==> config.mk <==
export PLATFORM = sky130hd
export DESIGN_NAME = tlu_handshake_mc
export DESIGN_NICKNAME = d
export VERILOG_FILES = /design/src/rtl/tlu_mc_pkg.sv /design/src/rtl/tlu_word_fifo.sv /design/src/rtl/tlu_handshake_mc.sv
export SDC_FILE = /design/constraint.sdc
export NUM_CORES = 1
export LEC_CHECK = 0
export ABC_CLOCK_PERIOD_IN_PS = 8330
export BUFFER_PORTS_ARGS = -buffer_cell sky130_fd_sc_hd__buf_2
export CORE_MARGIN = 2
export CORE_UTILIZATION = 44
export DETAILED_ROUTE_END_ITERATION = 10
export GPL_TIMING_DRIVEN = 0
export PLACE_DENSITY_LB_ADDON = 0.05
export SYNTH_ARGS = -nofsm -noshare
export SYNTH_HDL_FRONTEND = slang
export SYNTH_SLANG_ARGS = --single-unit
==> constraint.sdc <==
create_clock -name TRIGGER_CLK -period 8.33 [get_ports TRIGGER_CLK]
set_input_delay 0.833 -clock TRIGGER_CLK [delete_from_list [all_inputs] [get_ports TRIGGER_CLK]]
set_output_delay 0.833 -clock TRIGGER_CLK [all_outputs]
set_load 0.01 [all_outputs]
==> src/rtl/tlu_mc_pkg.sv <==
// Shared types and constants for the multi-mode TLU handshake core.
package tlu_mc_pkg;

  typedef enum logic [2:0] {
    StIdle,
    StBusy,
    StShift,
    StPush,
    StWaitAck,
    StRelease
  } tlu_state_e;

  localparam logic [1:0] MODE_TRIGGER_ONLY = 2'd0;
  localparam logic [1:0] MODE_BUSY         = 2'd1;
  localparam logic [1:0] MODE_DATA         = 2'd2;

  localparam int unsigned HEADER_BIT = 31;

  // The reserved encoding 3 behaves as trigger-only.
  function automatic logic [1:0] decode_mode(input logic [1:0] raw);
    case (raw)
      MODE_BUSY: return MODE_BUSY;
      MODE_DATA: return MODE_DATA;
      default:   return MODE_TRIGGER_ONLY;
    endcase
  endfunction

endpackage

==> src/rtl/tlu_word_fifo.sv <==
// Show-ahead single-clock 32-bit word FIFO; a pop in the same cycle frees room for a push when full.
module tlu_word_fifo #(
  parameter int unsigned DEPTH = 16
) (
  input  logic        clk,
  input  logic        rst_n,
  input  logic        push,
  input  logic [31:0] wdata,
  input  logic        pop,
  output logic [31:0] rdata,
  output logic        full,
  output logic        empty
);

  localparam int unsigned AW = (DEPTH > 1) ? $clog2(DEPTH) : 1;

  logic [31:0]   mem_q [DEPTH];
  logic [AW-1:0] wr_ptr_q, rd_ptr_q;
  logic [AW:0]   count_q, count_d;
  logic          push_ok, pop_ok;

  assign empty   = (count_q == '0);
  assign full    = (count_q == (AW + 1)'(DEPTH));
  assign pop_ok  = pop && !empty;
  assign push_ok = push && (!full || pop_ok);
  assign rdata   = mem_q[rd_ptr_q];

  always_comb begin
    count_d = count_q;
    if (push_ok && !pop_ok) begin
      count_d = count_q + 1'b1;
    end else if (!push_ok && pop_ok) begin
      count_d = count_q - 1'b1;
    end
  end

  always_ff @(posedge clk or negedge rst_n) begin
    if (!rst_n) begin
      mem_q    <= '{default: '0};
      wr_ptr_q <= '0;
      rd_ptr_q <= '0;
      count_q  <= '0;
    end else begin
      if (push_ok) begin
        mem_q[wr_ptr_q] <= wdata;
        wr_ptr_q        <= (wr_ptr_q == AW'(DEPTH - 1)) ? '0 : wr_ptr_q + 1'b1;
      end
      if (pop_ok) begin
        rd_ptr_q <= (rd_ptr_q == AW'(DEPTH - 1)) ? '0 : rd_ptr_q + 1'b1;
      end
      count_q <= count_d;
    end
  end

endmodule

==> src/rtl/tlu_handshake_mc.sv <==
// Multi-mode EUDET/AIDA TLU handshake core with masked acknowledge collection and a trigger FIFO.
// Define ACK_TIMEOUT_EN to build the acknowledge timeout and its TIMEOUT_CNT counter.
module tlu_handshake_mc
  import tlu_mc_pkg::*;
#(
  parameter int unsigned ID_WIDTH = 15,
  parameter int unsigned DIVISOR  = 8,
  parameter int unsigned NUM_ACK  = 4,
  parameter int unsigned DEPTH    = 16,
  parameter int unsigned TIMEOUT  = 1024
) (
  input  logic               TRIGGER_CLK,
  input  logic               RST_N,
  input  logic               CONF_EN,
  input  logic [1:0]         CONF_MODE,
  input  logic [NUM_ACK-1:0] CONF_ACK_MASK,
  input  logic               TLU_TRIGGER,
  output logic               TLU_BUSY,
  output logic               TLU_CLOCK,
  output logic               TRIGGER_ACCEPTED,
  input  logic [NUM_ACK-1:0] ACK,
  input  logic               FIFO_READ,
  output logic               FIFO_EMPTY,
  output logic [31:0]        FIFO_DATA,
  output logic [7:0]         LOST_CNT,
  output logic [7:0]         TIMEOUT_CNT
);

  if (ID_WIDTH < 1 || ID_WIDTH > 31 || DIVISOR < 2 || NUM_ACK < 1 || TIMEOUT < 1 ||
      DEPTH < 1 || (DEPTH & (DEPTH - 1)) != 0) begin : g_param_check
    $error("tlu_handshake_mc: illegal parameter value");
  end

  localparam int unsigned DivW = $clog2(2 * DIVISOR);
  localparam int unsigned BitW = $clog2(ID_WIDTH + 1);

  tlu_state_e          state_q, state_d;
  logic                trg_meta_q, trg_q, trg_prev_q;
  logic [1:0]          mode_q, mode_in;
  logic [NUM_ACK-1:0]  mask_q;
  logic [DivW-1:0]     div_cnt_q, div_cnt_d;
  logic [BitW-1:0]     bit_cnt_q, bit_cnt_d;
  logic [ID_WIDTH-1:0] shift_q, shift_d, id_cnt_q;
  logic                busy_d, clock_d, accepted_d;
  logic                trg_rise, ack_ok, period_end, shift_last, push, timeout_hit;
  logic                fifo_full;
  logic [31:0]         word;
  logic [7:0]          lost_q;

  assign mode_in    = decode_mode(CONF_MODE);
  assign trg_rise   = trg_q && !trg_prev_q;
  assign ack_ok     = ((ACK & mask_q) == mask_q);
  assign period_end = (div_cnt_q == DivW'(2 * DIVISOR - 1));
  assign shift_last = period_end && (bit_cnt_q == BitW'(ID_WIDTH));
  assign push       = (state_q == StPush) && CONF_EN;

  always_ff @(posedge TRIGGER_CLK or negedge RST_N) begin
    if (!RST_N) begin
      state_q <= StIdle;
    end else begin
      state_q <= state_d;
    end
  end

  always_comb begin
    state_d = state_q;
    case (state_q)
      StIdle: begin
        if (trg_rise) begin
          state_d = (mode_in == MODE_TRIGGER_ONLY) ? StPush : StBusy;
        end
      end
      StBusy:    state_d = (mode_q == MODE_DATA) ? StShift : StPush;
      StShift:   if (shift_last) state_d = StPush;
      StPush:    state_d = (mode_q == MODE_TRIGGER_ONLY) ? StIdle : StWaitAck;
      StWaitAck: if (ack_ok || timeout_hit) state_d = StRelease;
      StRelease: if (!trg_q) state_d = StIdle;
      default:   state_d = StIdle;
    endcase
    // Disabling aborts any handshake in flight; the FIFO is untouched.
    if (!CONF_EN) begin
      state_d = StIdle;
    end
  end

  // Shift clock period counters; TRG is captured in the last low cycle of each data period.
  always_comb begin
    div_cnt_d = '0;
    bit_cnt_d = '0;
    shift_d   = shift_q;
    if (state_q == StShift) begin
      div_cnt_d = period_end ? '0 : div_cnt_q + 1'b1;
      bit_cnt_d = period_end ? bit_cnt_q + 1'b1 : bit_cnt_q;
      if (period_end && bit_cnt_q != '0) begin
        shift_d               = shift_q >> 1;
        shift_d[ID_WIDTH-1]   = trg_q;
      end
    end
  end

  // Outputs are registered from the next state so they line up with the state they describe.
  always_comb begin
    busy_d     = (state_d == StBusy) || (state_d == StShift) || (state_d == StWaitAck) ||
                 ((state_d == StPush) && (state_q != StIdle));
    clock_d    = (state_d == StShift) && (div_cnt_d < DivW'(DIVISOR));
    accepted_d = (state_q == StIdle) && (state_d != StIdle);
  end

  always_comb begin
    word                 = '0;
    word[HEADER_BIT]     = 1'b1;
    word[ID_WIDTH-1:0]   = (mode_q == MODE_DATA) ? shift_q : id_cnt_q;
  end

  always_ff @(posedge TRIGGER_CLK or negedge RST_N) begin
    if (!RST_N) begin
      trg_meta_q       <= 1'b0;
      trg_q            <= 1'b0;
      trg_prev_q       <= 1'b0;
      mode_q           <= MODE_TRIGGER_ONLY;
      mask_q           <= '0;
      div_cnt_q        <= '0;
      bit_cnt_q        <= '0;
      shift_q          <= '0;
      id_cnt_q         <= '0;
      TLU_BUSY         <= 1'b0;
      TLU_CLOCK        <= 1'b0;
      TRIGGER_ACCEPTED <= 1'b0;
      lost_q           <= '0;
    end else begin
      trg_meta_q       <= TLU_TRIGGER;
      trg_q            <= trg_meta_q;
      trg_prev_q       <= trg_q;
      div_cnt_q        <= div_cnt_d;
      bit_cnt_q        <= bit_cnt_d;
      shift_q          <= shift_d;
      TLU_BUSY         <= busy_d;
      TLU_CLOCK        <= clock_d;
      TRIGGER_ACCEPTED <= accepted_d;
      if (state_q == StIdle) begin
        mode_q <= mode_in;
        mask_q <= CONF_ACK_MASK;
      end
      if (push) begin
        id_cnt_q <= (mode_q == MODE_DATA) ? shift_q + 1'b1 : id_cnt_q + 1'b1;
      end
      // Full FIFO drops the word unless a pop frees a slot this cycle.
      if (push && fifo_full && !FIFO_READ && lost_q != 8'hFF) begin
        lost_q <= lost_q + 1'b1;
      end
    end
  end

  assign LOST_CNT = lost_q;

`ifdef ACK_TIMEOUT_EN
  localparam int unsigned ToW = $clog2(TIMEOUT + 1);

  logic [ToW-1:0] to_cnt_q;
  logic [7:0]     timeout_cnt_q;

  assign timeout_hit = (state_q == StWaitAck) && !ack_ok && (to_cnt_q == ToW'(TIMEOUT - 1));

  always_ff @(posedge TRIGGER_CLK or negedge RST_N) begin
    if (!RST_N) begin
      to_cnt_q      <= '0;
      timeout_cnt_q <= '0;
    end else begin
      to_cnt_q <= (state_q == StWaitAck) ? to_cnt_q + 1'b1 : '0;
      if (timeout_hit && CONF_EN && timeout_cnt_q != 8'hFF) begin
        timeout_cnt_q <= timeout_cnt_q + 1'b1;
      end
    end
  end

  assign TIMEOUT_CNT = timeout_cnt_q;
`else
  assign timeout_hit = 1'b0;
  assign TIMEOUT_CNT = '0;
`endif

  tlu_word_fifo #(
    .DEPTH(DEPTH)
  ) u_fifo (
    .clk  (TRIGGER_CLK),
    .rst_n(RST_N),
    .push (push),
    .wdata(word),
    .pop  (FIFO_READ),
    .rdata(FIFO_DATA),
    .full (fifo_full),
    .empty(FIFO_EMPTY)
  );

endmodule

# Yosys cells after proc, flatten, opt, wreduce, memory -nomap -nowiden
# Index checks and enable logic that the tools add are counted.
[totals]
register_bits = 586
out_inout_bits = 52
[classes]
addsub = 9
n_lt_le_gt_ge = 4
eq_ne = 20
mux = 26
n_bitwise = 3
n_reduce_logical = 34
[op_table]
columns = ["cell", "count"]
rows = [
  ["$bwmux 512", 1],
  ["$bmux 32 s4", 1],
  ["$demux 32 s4", 1],
  ["$mux 32", 3],
  ["$add 15x1->15 const B", 2],
  ["$mux 15", 2],
  ["$mux 4", 6],
  ["$mux 3", 6],
  ["$pmux 3 s6", 1],
  ["$add 4x1->4 const B", 4],
  ["$eq 4x4->1 const B", 4],
  ["$logic_and 1x1->1", 15],
  ["$eq 3x2->1 const B", 4],
  ["$ge 5x5->1 const B", 2],
  ["$mux 5", 2],
  ["$not 4->5", 2],
  ["$eq 3x3->1 const B", 3],
  ["$add 8x1->8 const B", 1],
  ["$ne 8x8->1 const B", 1],
  ["$eq 3x1->1 const B", 2],
  ["$logic_not 1->1", 6],
  ["$reduce_bool 3->1", 2],
  ["$add 5x1->5 const B", 1],
  ["$eq 5x5->1 const B", 1],
  ["18 further kinds", 23],
]

# Logic depth before layout (Yosys ltp)
[depth]
word_depth = 11
depth_mapped = 13
depth_no_buf = 12

# Modules after synthesis
# A second synthesis with hierarchy kept.
[hier_totals]
cells_unflattened = 1933
area_unflattened_um2 = 27252.4
[by_module_without_submodules]
columns = ["mod", "instances", "cells_each", "area_per_inst_um2", "seq_area_each_um2"]
rows = [
  ["tlu_word_fifo", 1, 1622, 24025.5, 13137.6],
  ["tlu_handshake_mc", 1, 311, 3226.8, 1526.5],
]

# Worst setup path before layout
# No wires, ideal clock.
[synth_timing]
path_kind = "reg-to-reg"
from = "reg u_fifo.count_q[0]"
to = "reg u_fifo.count_q[4]"
arrival_ns = 2.723
t_required_ns = 8.205
path_slack_ns = 5.481
path_stages_with_launch = 13
n_path_buf = 0
synth_period_minus_slack_ns = 2.849
path_cell_list = "dfrtp_1 or4_1 nor2_1 nor2b_1 inv_1 ha_1 inv_1 fa_1 a21o_1 a21oi_1 xnor2_1 nor2_1 xor2_1"
[synth_via]
elab_chain_cells = 8
word_cells_on_any_way = 16
[synth_lines]
columns = ["item", "line_no", "source"]
rows = [
  ["start: declaration", "tlu_word_fifo.sv:19", "logic [AW:0] count_q, count_d;"],
  ["start signal: assignment", "tlu_word_fifo.sv:51", "count_q <= count_d;"],
  ["$logic_not 5->1 *", "tlu_word_fifo.sv:22", "assign empty = (count_q == '0);"],
  ["named net FIFO_EMPTY", "tlu_handshake_mc.sv:23", "output logic FIFO_EMPTY,"],
  ["$logic_not 1->1 *", "tlu_word_fifo.sv:24", "assign pop_ok = pop && !empty;"],
  ["$logic_and 1x1->1 *", "tlu_word_fifo.sv:24", ""],
  ["$logic_or 1x1->1", "tlu_word_fifo.sv:25", "assign push_ok = push && (!full || pop_ok);"],
  ["$logic_and 1x1->1", "tlu_word_fifo.sv:25", ""],
  ["$logic_not 1->1", "tlu_word_fifo.sv:32", "end else if (!push_ok && pop_ok) begin"],
  ["$logic_and 1x1->1", "tlu_word_fifo.sv:32", ""],
  ["$reduce_bool 2->1 (no source line)", "--", ""],
]
# Mark *: on every way through the listed nets, which the timed path passes. The rest lies on a longest branch. The select of a mux whose other input is x is not followed.
# A chain may end at the register's enable or synchronous reset.

# Final worst setup path
[layout_timing]
from = "reg u_fifo.rd_ptr_q[1]"
to = "out FIFO_DATA[5]"
[layout_via]
elab_chain_cells = 4
[layout_lines]
columns = ["item", "line_no", "source"]
rows = [
  ["start: declaration", "tlu_word_fifo.sv:18", "logic [AW-1:0] wr_ptr_q, rd_ptr_q;"],
  ["start signal: assignment", "tlu_word_fifo.sv:49", "rd_ptr_q <= (rd_ptr_q == AW'(DEPTH - 1)) ? '0 : rd_ptr_q + 1'b1;"],
  ["$not 4->5 (not written as such)", "tlu_word_fifo.sv:26", "assign rdata = mem_q[rd_ptr_q];"],
  ["$bmux 32 s4", "tlu_word_fifo.sv:26", ""],
  ["$mux 32 (not written as such) (2 in series)", "tlu_word_fifo.sv:26", ""],
  ["end: declaration", "tlu_handshake_mc.sv:24", "output logic [31:0] FIFO_DATA,"],
]
# Every way passes these cells. The select of a mux whose other input is x is not followed.

==> out/results.ini <==
[setup_path]
crit_path_end_kind = output pin
path_class = flip-flop to output pin
cp.required_ps = 7500
crit_path_max_fanout = 10
start_kind = flip-flop
arrival_ps = 3430

[clock_tree]
cts_setup_buffers = 0
clk_pin_slew_ps = 60
clock_latency_ps = 520
cts_buffer_depth = 3
holdBufCountCts = 0
ctsHtreeMaxLevel = 2
cts-buffers-inserted = 37
ctsResizeCount = 0
clock_sinks = 330
cts-root-buf = clkbuf_16
cts_tree = built

[power]
powerDensity_nw_per_um2 = 242
p_total_mw = 4.18
ir_worst_vdd_mv = 0.172
p_leak_nw = 7.80

[global_routing]
overflow = 0
grt_start_max_net_pins = 111
grt_usage_pct = 22.6
antenna_found_initial = 0
grt_pass1_wl_um = 61800
grt_pass1_vias = 10479

[sta]
slew_viol_final = 0
period_share_pct = 51.1
setup_ws_ps = 4070
relSlewSlack_pct = 10.8
fmax_mhz = 235
holdWs_ps = 238
finalClockSkew_ps = 13.9
setup_viol = 0
hold_viol = 0
fin_crit_ps = 4260
rsz0062_at_grt = false
fin_tns_setup_ps = 0
worst_slew_pin_slew_ps = 1300

[synthesis]
synthFlopType = dfrtp_1
synth.distinct_cells = 52
synthArstFlopShare_pct = 100
synth-warning-count = 0
avgSynthCellArea_um2 = 11.1
synth-seq-cells = 330
synthesis.area_um2 = 15100
synth-edff-count = 0
synthCells = 1360
ys_seq_area_share_pct = 54.7

[cells_and_area]
syn2layout_area_growth_pct = 14.2
final_cell_mix = dfrtp_1, nand2_1, o21ai_0
utilization_pct = 51.2
drive_above_1_share_pct = 20.3
insertedDiodeCount = 0
fin_nets = 1499
final_common_cell = dfrtp_1

[detailed_routing]
vias = 10165
drt-total-wl_um = 38800
ant_nets = 0
drc = 0
drt_iter0_drc = 499
wl_per_cell_um = 20.1
viasPerCell = 5.25
drt-pass1-iter-count = 5

[placed_design]
dpl_worst_slack_ps = 4610
hpwl_um = 28600
port_buffers = 42
place_congestion = 0.769

[flow_run]
drv_cap = 0

[floorplan]
initial_core_util_pct = 44.8
ioPinCount = 67
placementRows = 67
chipWidth_um = 189
die_h_um = 189
die_area_um2 = 35800
core_area_um2 = 33700

[min_path]
min_path_type = primary input to async pin

[status]
status = finished, final reports clean

==> registers in the layout, indices dropped and copies added (netlist names) <==
name / count
id_cnt_q: 15
mode_q: 2
bit_cnt_q: 4
shift_q: 15
TRIGGER_ACCEPTED: 1
trg_meta_q: 1
trg_prev_q: 1
LOST_CNT: 8
mask_q: 4
state_q: 3
TLU_BUSY: 1
u_fifo.rd_ptr_q: 4
trg_q: 1
div_cnt_q: 4
TLU_CLOCK: 1
u_fifo.mem_q: 256
u_fifo.count_q: 5
u_fifo.wr_ptr_q: 4
==> logic make-up (layout without fill, tap and decap cells) <==
group / Yosys count / in the layout / synth area share, %
AND/OR/NAND/NOR: 395 / 395 / 12.0
multiplexers: 120 / 120 / 13.5
buffers and inverters: 142 / 247 / 5.16
flip-flops: 330 / 330 / 54.7
other: 1 / 24 / 0.0248
XOR/XNOR: 32 / 32 / 1.86
adder cells (fa/ha/maj): 17 / 17 / 1.46
AO/OA/AOI/OAI: 323 / 323 / 11.3
==> through the flow <==
step | cells | instance area (um2)
final | 1936 | 17300
after global routing | 1936 | 17300
after CTS | 1936 | 17300
after detailed placement | 1876 | 16100
after global placement | 1873 | 16000
after floorplan | 1383 | 15200
==> Yosys cell counts, types with 3 or more instances <==
| library cell | count | area share [%] |
|---|---|---|
| nor3_1 | 3 | 0.099 |
| nand3_1 | 11 | 0.36 |
| buf_1 | 4 | 0.099 |
| clkbuf_2 | 7 | 0.23 |
| inv_1 | 14 | 0.35 |
| mux4_2 | 64 | 9.5 |
| mux2i_2 | 4 | 0.36 |
| nand3b_1 | 3 | 0.15 |
| nand2_1 | 280 | 7.0 |
| ha_1 | 16 | 1.3 |
| o21ai_0 | 259 | 8.6 |
| nor2_1 | 17 | 0.42 |
| nand2b_1 | 22 | 0.91 |
| and3_1 | 4 | 0.17 |
| mux2i_1 | 29 | 1.9 |
| o21ai_1 | 9 | 0.30 |
| a21o_1 | 3 | 0.15 |
| xor2_1 | 7 | 0.41 |
| nand4b_1 | 5 | 0.29 |
| nand4_1 | 7 | 0.29 |
| xnor2_1 | 25 | 1.4 |
| nor2b_1 | 21 | 0.87 |
| clkbuf_1 | 33 | 0.82 |
| mux2_2 | 23 | 1.7 |
| a211oi_1 | 16 | 0.80 |
| a21oi_1 | 26 | 0.86 |
| buf_4 | 42 | 2.1 |
| dfrtp_1 | 330 | 55 |
| nand3_2 | 12 | 0.80 |
| buf_2 | 39 | 1.3 |
==> layer usage <==
metal / vias to the layer above / track usage, % / part of all wire (%)
met5: - / 0 / 0
met4: 0 / 7.45 / 3.0
met3: 65 / 2.95 / 2.9
met2: 150 / 37.4 / 48
met1: 5078 / 31.0 / 46
li1: 4872 / - / -
==> report_power, final <==
group          switching (mW)  total [mW]  internal (mW)
Clock                   0.642        1.63          0.983
Combinational           0.546       0.858          0.312
Sequential             0.0436        1.70           1.66
==> worst max-delay path, stage by stage (launching register included) <==
cell     delay, ps
dfrtp_1        510
buf_1          580
buf_1          780
mux4_2         440
mux2i_1        230
a21oi_1        160
buf_2          200
==> worst paths after layout <==
check / from / endpoint / slack (ps) / cells past startpoint
hold / removal: RST_N / u_fifo.count_q[0] / 240 / 1
setup reg to reg: u_fifo.count_q[0] / u_fifo.count_q[4] / 4950 / 12
setup / recovery: u_fifo.rd_ptr_q[1] / FIFO_DATA[5] / 4070 / 6
min in group TRIGGER_CLK: trg_meta_q / trg_q / 350 / 0
hold reg to reg: trg_meta_q / trg_q / 350 / 0
max in group asynchronous: RST_N / LOST_CNT[1] / 6370 / 4
==> layout make-up <==
type	count	area, um2
Sequential cell	330	8260
Inverter	14	52.6
Tap cell	448	561
Timing Repair Buffer	45	303
Buffer	128	727
Multi-Input combinational cell	911	6150
Clock buffer	52	1110
Fill cell	3162	16400
Clock inverter	8	90.1
Note: power is estimated with default switching activity, not from simulation.
